File: src/rtl/bidir_shift_sequencer.sv
// Command sequencer for the bidirectional shift register stage.
// Accepts one parallel word, a direction and a shift count over valid/ready,
// then serialises the word onto dr or dl one bit per clock. It flags every
// commanded shift cycle and pulses done at the end. All outputs are registered.
module bidir_shift_sequencer #(
  parameter int WIDTH = 4,
  parameter int CNT_W = 3
) (
  input  logic             clk,
  input  logic             rst,
  input  logic             cmd_valid,
  output logic             cmd_ready,
  input  logic             cmd_dir,
  input  logic [CNT_W-1:0] cmd_count,
  input  logic [WIDTH-1:0] cmd_data,
  input  logic             abort,
  output logic             mode,
  output logic             dr,
  output logic             dl,
  output logic             shift_en,
  output logic             busy,
  output logic             done
);

  typedef enum logic [1:0] {
    ST_IDLE,
    ST_SHIFT,
    ST_DONE
  } state_t;

  localparam logic [CNT_W-1:0] LP_WIDTH = CNT_W'(WIDTH);
  localparam logic [CNT_W-1:0] LP_ONE   = CNT_W'(1);

  state_t           r_state;
  logic [CNT_W-1:0] r_cnt;
  logic [CNT_W-1:0] r_n;
  logic [WIDTH-1:0] r_data;
  logic             r_dir;
  logic             r_mode;
  logic             r_dr;
  logic             r_dl;
  logic             r_shiftEn;
  logic             r_busy;
  logic             r_done;
  logic             r_ready;

  state_t           w_stateNext;
  logic [CNT_W-1:0] w_cntNext;
  logic [CNT_W-1:0] w_nNext;
  logic [WIDTH-1:0] w_dataNext;
  logic             w_dirNext;
  logic             w_modeNext;
  logic             w_drNext;
  logic             w_dlNext;
  logic             w_shiftEnNext;
  logic             w_busyNext;
  logic             w_doneNext;
  logic             w_readyNext;
  logic [CNT_W-1:0] w_clamped;
  logic [CNT_W-1:0] w_bitIdx;
  logic [WIDTH-1:0] w_srcData;
  logic [WIDTH-1:0] w_shifted;
  logic             w_srcDir;
  logic             w_drive;
  logic             w_bit;

  // Counts above the register width would shift out data already placed, so cap them.
  assign w_clamped = (cmd_count > LP_WIDTH) ? LP_WIDTH : cmd_count;

  // Next-state and next-output logic; the counter holds the shifts still owed, including the one being driven.
  always_comb begin
    w_stateNext   = r_state;
    w_cntNext     = r_cnt;
    w_nNext       = r_n;
    w_dataNext    = r_data;
    w_dirNext     = r_dir;
    w_modeNext    = r_mode;
    w_shiftEnNext = 1'b0;
    w_busyNext    = 1'b0;
    w_doneNext    = 1'b0;
    w_readyNext   = 1'b0;
    w_bitIdx      = '0;
    w_srcData     = r_data;
    w_srcDir      = r_dir;
    w_drive       = 1'b0;
    case (r_state)
      ST_IDLE: begin
        w_readyNext = 1'b1;
        if (cmd_valid) begin
          w_dataNext  = cmd_data;
          w_dirNext   = cmd_dir;
          w_nNext     = w_clamped;
          w_cntNext   = w_clamped;
          w_readyNext = 1'b0;
          w_busyNext  = 1'b1;
          if (w_clamped == '0) begin
            w_stateNext = ST_DONE;
            w_doneNext  = 1'b1;
          end else begin
            w_stateNext   = ST_SHIFT;
            w_shiftEnNext = 1'b1;
            w_modeNext    = cmd_dir;
            w_drive       = 1'b1;
            w_srcData     = cmd_data;
            w_srcDir      = cmd_dir;
            w_bitIdx      = cmd_dir ? '0 : (w_clamped - LP_ONE);
          end
        end
      end
      ST_SHIFT: begin
        if (abort) begin
          w_stateNext = ST_IDLE;
          w_cntNext   = '0;
          w_readyNext = 1'b1;
        end else if (r_cnt == LP_ONE) begin
          w_stateNext = ST_DONE;
          w_cntNext   = '0;
          w_doneNext  = 1'b1;
          w_busyNext  = 1'b1;
        end else begin
          w_cntNext     = r_cnt - LP_ONE;
          w_busyNext    = 1'b1;
          w_shiftEnNext = 1'b1;
          w_modeNext    = r_dir;
          w_drive       = 1'b1;
          w_bitIdx      = r_dir ? (r_n - w_cntNext) : (w_cntNext - LP_ONE);
        end
      end
      ST_DONE: begin
        w_stateNext = ST_IDLE;
        w_readyNext = 1'b1;
      end
      default: begin
        w_stateNext = ST_IDLE;
        w_readyNext = 1'b1;
      end
    endcase
    w_shifted = w_srcData >> w_bitIdx;
    w_bit     = w_drive & w_shifted[0];
    w_drNext  = w_bit & w_srcDir;
    w_dlNext  = w_bit & ~w_srcDir;
  end

  // State, command latch and registered outputs; reset forces the idle/ready picture at once.
  always_ff @(posedge clk or posedge rst) begin
    if (rst) begin
      r_state   <= ST_IDLE;
      r_cnt     <= '0;
      r_n       <= '0;
      r_data    <= '0;
      r_dir     <= 1'b0;
      r_mode    <= 1'b0;
      r_dr      <= 1'b0;
      r_dl      <= 1'b0;
      r_shiftEn <= 1'b0;
      r_busy    <= 1'b0;
      r_done    <= 1'b0;
      r_ready   <= 1'b1;
    end else begin
      r_state   <= w_stateNext;
      r_cnt     <= w_cntNext;
      r_n       <= w_nNext;
      r_data    <= w_dataNext;
      r_dir     <= w_dirNext;
      r_mode    <= w_modeNext;
      r_dr      <= w_drNext;
      r_dl      <= w_dlNext;
      r_shiftEn <= w_shiftEnNext;
      r_busy    <= w_busyNext;
      r_done    <= w_doneNext;
      r_ready   <= w_readyNext;
    end
  end

  assign cmd_ready = r_ready;
  assign mode      = r_mode;
  assign dr        = r_dr;
  assign dl        = r_dl;
  assign shift_en  = r_shiftEn;
  assign busy      = r_busy;
  assign done      = r_done;

endmodule

File: config.mk
export PLATFORM = sky130hd
export DESIGN_NAME = bidir_shift_sequencer
export DESIGN_NICKNAME = d
export VERILOG_FILES = /design/src/rtl/bidir_shift_sequencer.sv
export SDC_FILE = /design/constraint.sdc
export NUM_CORES = 1
export LEC_CHECK = 0
export BUFFER_PORTS_ARGS = -buffer_cell sky130_fd_sc_hd__buf_2
export CAP_MARGIN = 30
export CORE_MARGIN = 3
export CORE_UTILIZATION = 55
export CTS_CLUSTER_DIAMETER = 30
export DETAILED_ROUTE_END_ITERATION = 12
export PLACE_DENSITY = 0.85
export SLEW_MARGIN = 40
export SYNTH_ARGS = -nofsm -noshare
export SYNTH_HDL_FRONTEND = slang
export SYNTH_SLANG_ARGS = --single-unit
File: constraint.sdc
create_clock -name clk -period 3 [get_ports clk]
set_input_delay 0.3 -clock clk [delete_from_list [all_inputs] [get_ports clk]]
set_output_delay 0.3 -clock clk [all_outputs]
set_load 0.005 [all_outputs]
==> reports/metrics.csv <==
metric,value,unit
"count leader, synth",nand2_1,
Post-CTS Setup Bufs,0,
final setup fails,0,
syn avg cell area,9.41,sq um
RSZ-0062 raised after global routing,false,
Arrival @ worst endpoint,2.71,ns
IO Count,19,
Post-Syn Instances,126,
Main synth FF type,dfrtp_1,
DRT Wirelength,2480,um
Crit Path Category,flip-flop to flip-flop,
CTS sink count,20,
final cell count without fillers,170,
final hold vios,0,
Routed wire per std cell,14.6,um
H-Tree Depth,1,
Post-Syn Nets,145,
Resized cells post-CTS,0,
vias per inst,5.74,
via count,975,
fin area,1320,sq um
Slew Limit Fails,0,
sequential area share after synthesis,0.423,
Synth cell types,34,
post-place instance area,1290,sq um
Worst setup SP type,flip-flop,
status,completed,
Post-DP HPWL,1920,um
Max Buffers Root-to-Sink,2,
total CTS buffers,3,
Hold Crit Class,primary input to async pin,
post-route ant nets,0,
worst skew pair latency,0.31,ns
Max VDD drop,634,uV
Worst Setup End Kind,flip-flop,
number of global-route vias before repair,919,
"top cells by area, synth","dfrtp_1, nand2_1, ha_1",
"Period Utilization, post-route",0.829,
Hold WS,0.0870,ns
Row Count,16,
Die Ht,52.4,um
final RePlAce weighted congestion,0.855,
Inserted Diodes,0,
synth cell count leaders,"nand2_1, dfrtp_1, inv_1",
Syn-to-layout area delta,11.5,%
Slew @ Worst Pin,0.726,ns
share of post-route cells with drive strength above 1,0.217,
CTS Hold Bufs,0,
Iter 0 DRT Violations,21,
"EDFF count, synth",0,
setup_tns,0,ns
Synth top area share,0.401,
fmax,402,MHz
Clk Tree Root Cell,clkbuf_4,
Synth Cell Area,1190,sq um
max_cap viols,0,
YS warnings,0,
first-pass GRT wire length,4220,um
DP Cell Count,166,
IO buf count,18,
Starting Density,0.593,
CTS tree,done,
aggregate global-route resource usage,0.212,
Setup Skew,0.0131,ns
Synth async-reset ratio,1.00,
WP data required,3.22,ns
total overflow reported by the global router,0,
core area,2000,sq um
P per Cell Area,894,nW/um^2
Die Span X,52.4,um
initial antenna violation count,0,
drt drc,0,
full die area,2750,sq um
synthesis-stage register bit count,20,
largest net degree at the start of global routing,21,
DR pass1 iterations,5,
worst relative slew slack,0.515,
Synth area leader,dfrtp_1,
P_leak,0.624,nW
Filler Cells Inserted,169,
number of nets in the layout,163,
fin crit period,2.49,ns
clk slew on worst S/H paths,0.11,ns
crit-path max FO,6,
==> area by class of cell <==
cell class	count	area (sq um)	share of cell area
Inverter	10	37.5	0.0284
Timing Repair Buffer	19	97.6	0.0738
Sequential cell	20	502	0.379
Tap cell	27	33.8	0.0255
Clock buffer	4	36.3	0.0274
Multi-Input combinational cell	90	616	0.465
==> through the flow <==
stage	utilization	setup WS, ns	total power [W]
final	0.661	0.513	0.00118
after global routing	0.661	0.319	0.00129
after CTS	0.661	0.507	0.00119
after detailed placement	0.643	0.519	0.00103
after global placement	0.643	0.652	0.000984
after floorplan	-	0.727	0.000883
==> critical path, stage by stage (launching register included) <==
cell      delay, ns
dfrtp_1        0.47
inv_1          0.12
ha_1           0.35
inv_1          0.08
fa_1           0.44
mux2_2         0.28
o32ai_1        0.13
and4bb_2       0.28
nor4_2         0.27
==> sequential cells by signal (all words and copies together), names as in the netlist, 2 cells and up <==
register,flops
r_data,4
r_cnt,3
r_state,2
r_n,3
==> cell families (layout without fill, tap and decap cells) <==
family / after synthesis / in the layout / share of synthesized area
flip-flops: 20 / 20 / 0.423
adder cells (fa/ha/maj): 7 / 7 / 0.0802
AND/OR/NAND/NOR: 46 / 46 / 0.209
multiplexers: 3 / 3 / 0.0264
buffers and inverters: 16 / 33 / 0.0580
XOR/XNOR: 5 / 5 / 0.0369
AO/OA/AOI/OAI: 29 / 29 / 0.167
==> per-layer routing <==
layer,track usage,vias to the layer above,wire [um]
met1,0.275,462,993
li1,-,466,-
met3,0.0627,5,207
met4,0.0426,0,21
met5,0,-,0
met2,0.349,42,1260
==> cell usage in the layout (no fill, tap or decap), types with 2 or more instances in the layout <==
| cell | Yosys | final |
|---|---|---|
| o22ai_1 | 6 | 6 |
| xor2_1 | 2 | 2 |
| nand2b_1 | 3 | 3 |
| o21ai_0 | 8 | 8 |
| nor2b_1 | 4 | 4 |
| nand2_1 | 24 | 24 |
| xnor2_1 | 3 | 3 |
| mux2i_1 | 2 | 2 |
| inv_1 | 10 | 10 |
| clkbuf_4 | 0 | 3 |
| o2111ai_1 | 4 | 4 |
| nor2_1 | 6 | 6 |
| nor3b_1 | 2 | 2 |
| a21oi_1 | 6 | 6 |
| buf_2 | 1 | 18 |
| ha_1 | 6 | 6 |
| dfrtp_1 | 19 | 19 |
==> worst paths after layout <==
path,from,end,slack [ns],depth (start not counted)
max in group asynchronous,rst,r_data[2],2.44,2
setup / recovery,r_cnt[0],dr,0.51,8
min in group clk,cmd_data[0],r_data[0],0.20,3
hold reg to reg,r_data[1],r_data[1],0.48,2
hold / removal,rst,busy,0.09,2
setup reg to reg,r_cnt[0],dr,0.51,8
==> power breakdown <==
group | switching (W) | internal [W] | total, W
combinational | 0.000320 | 0.000261 | 0.000582
clock | 0.0000814 | 0.0000742 | 0.000156
sequential | 0.0000748 | 0.000371 | 0.000445
Power figures use the tool's default switching activity.
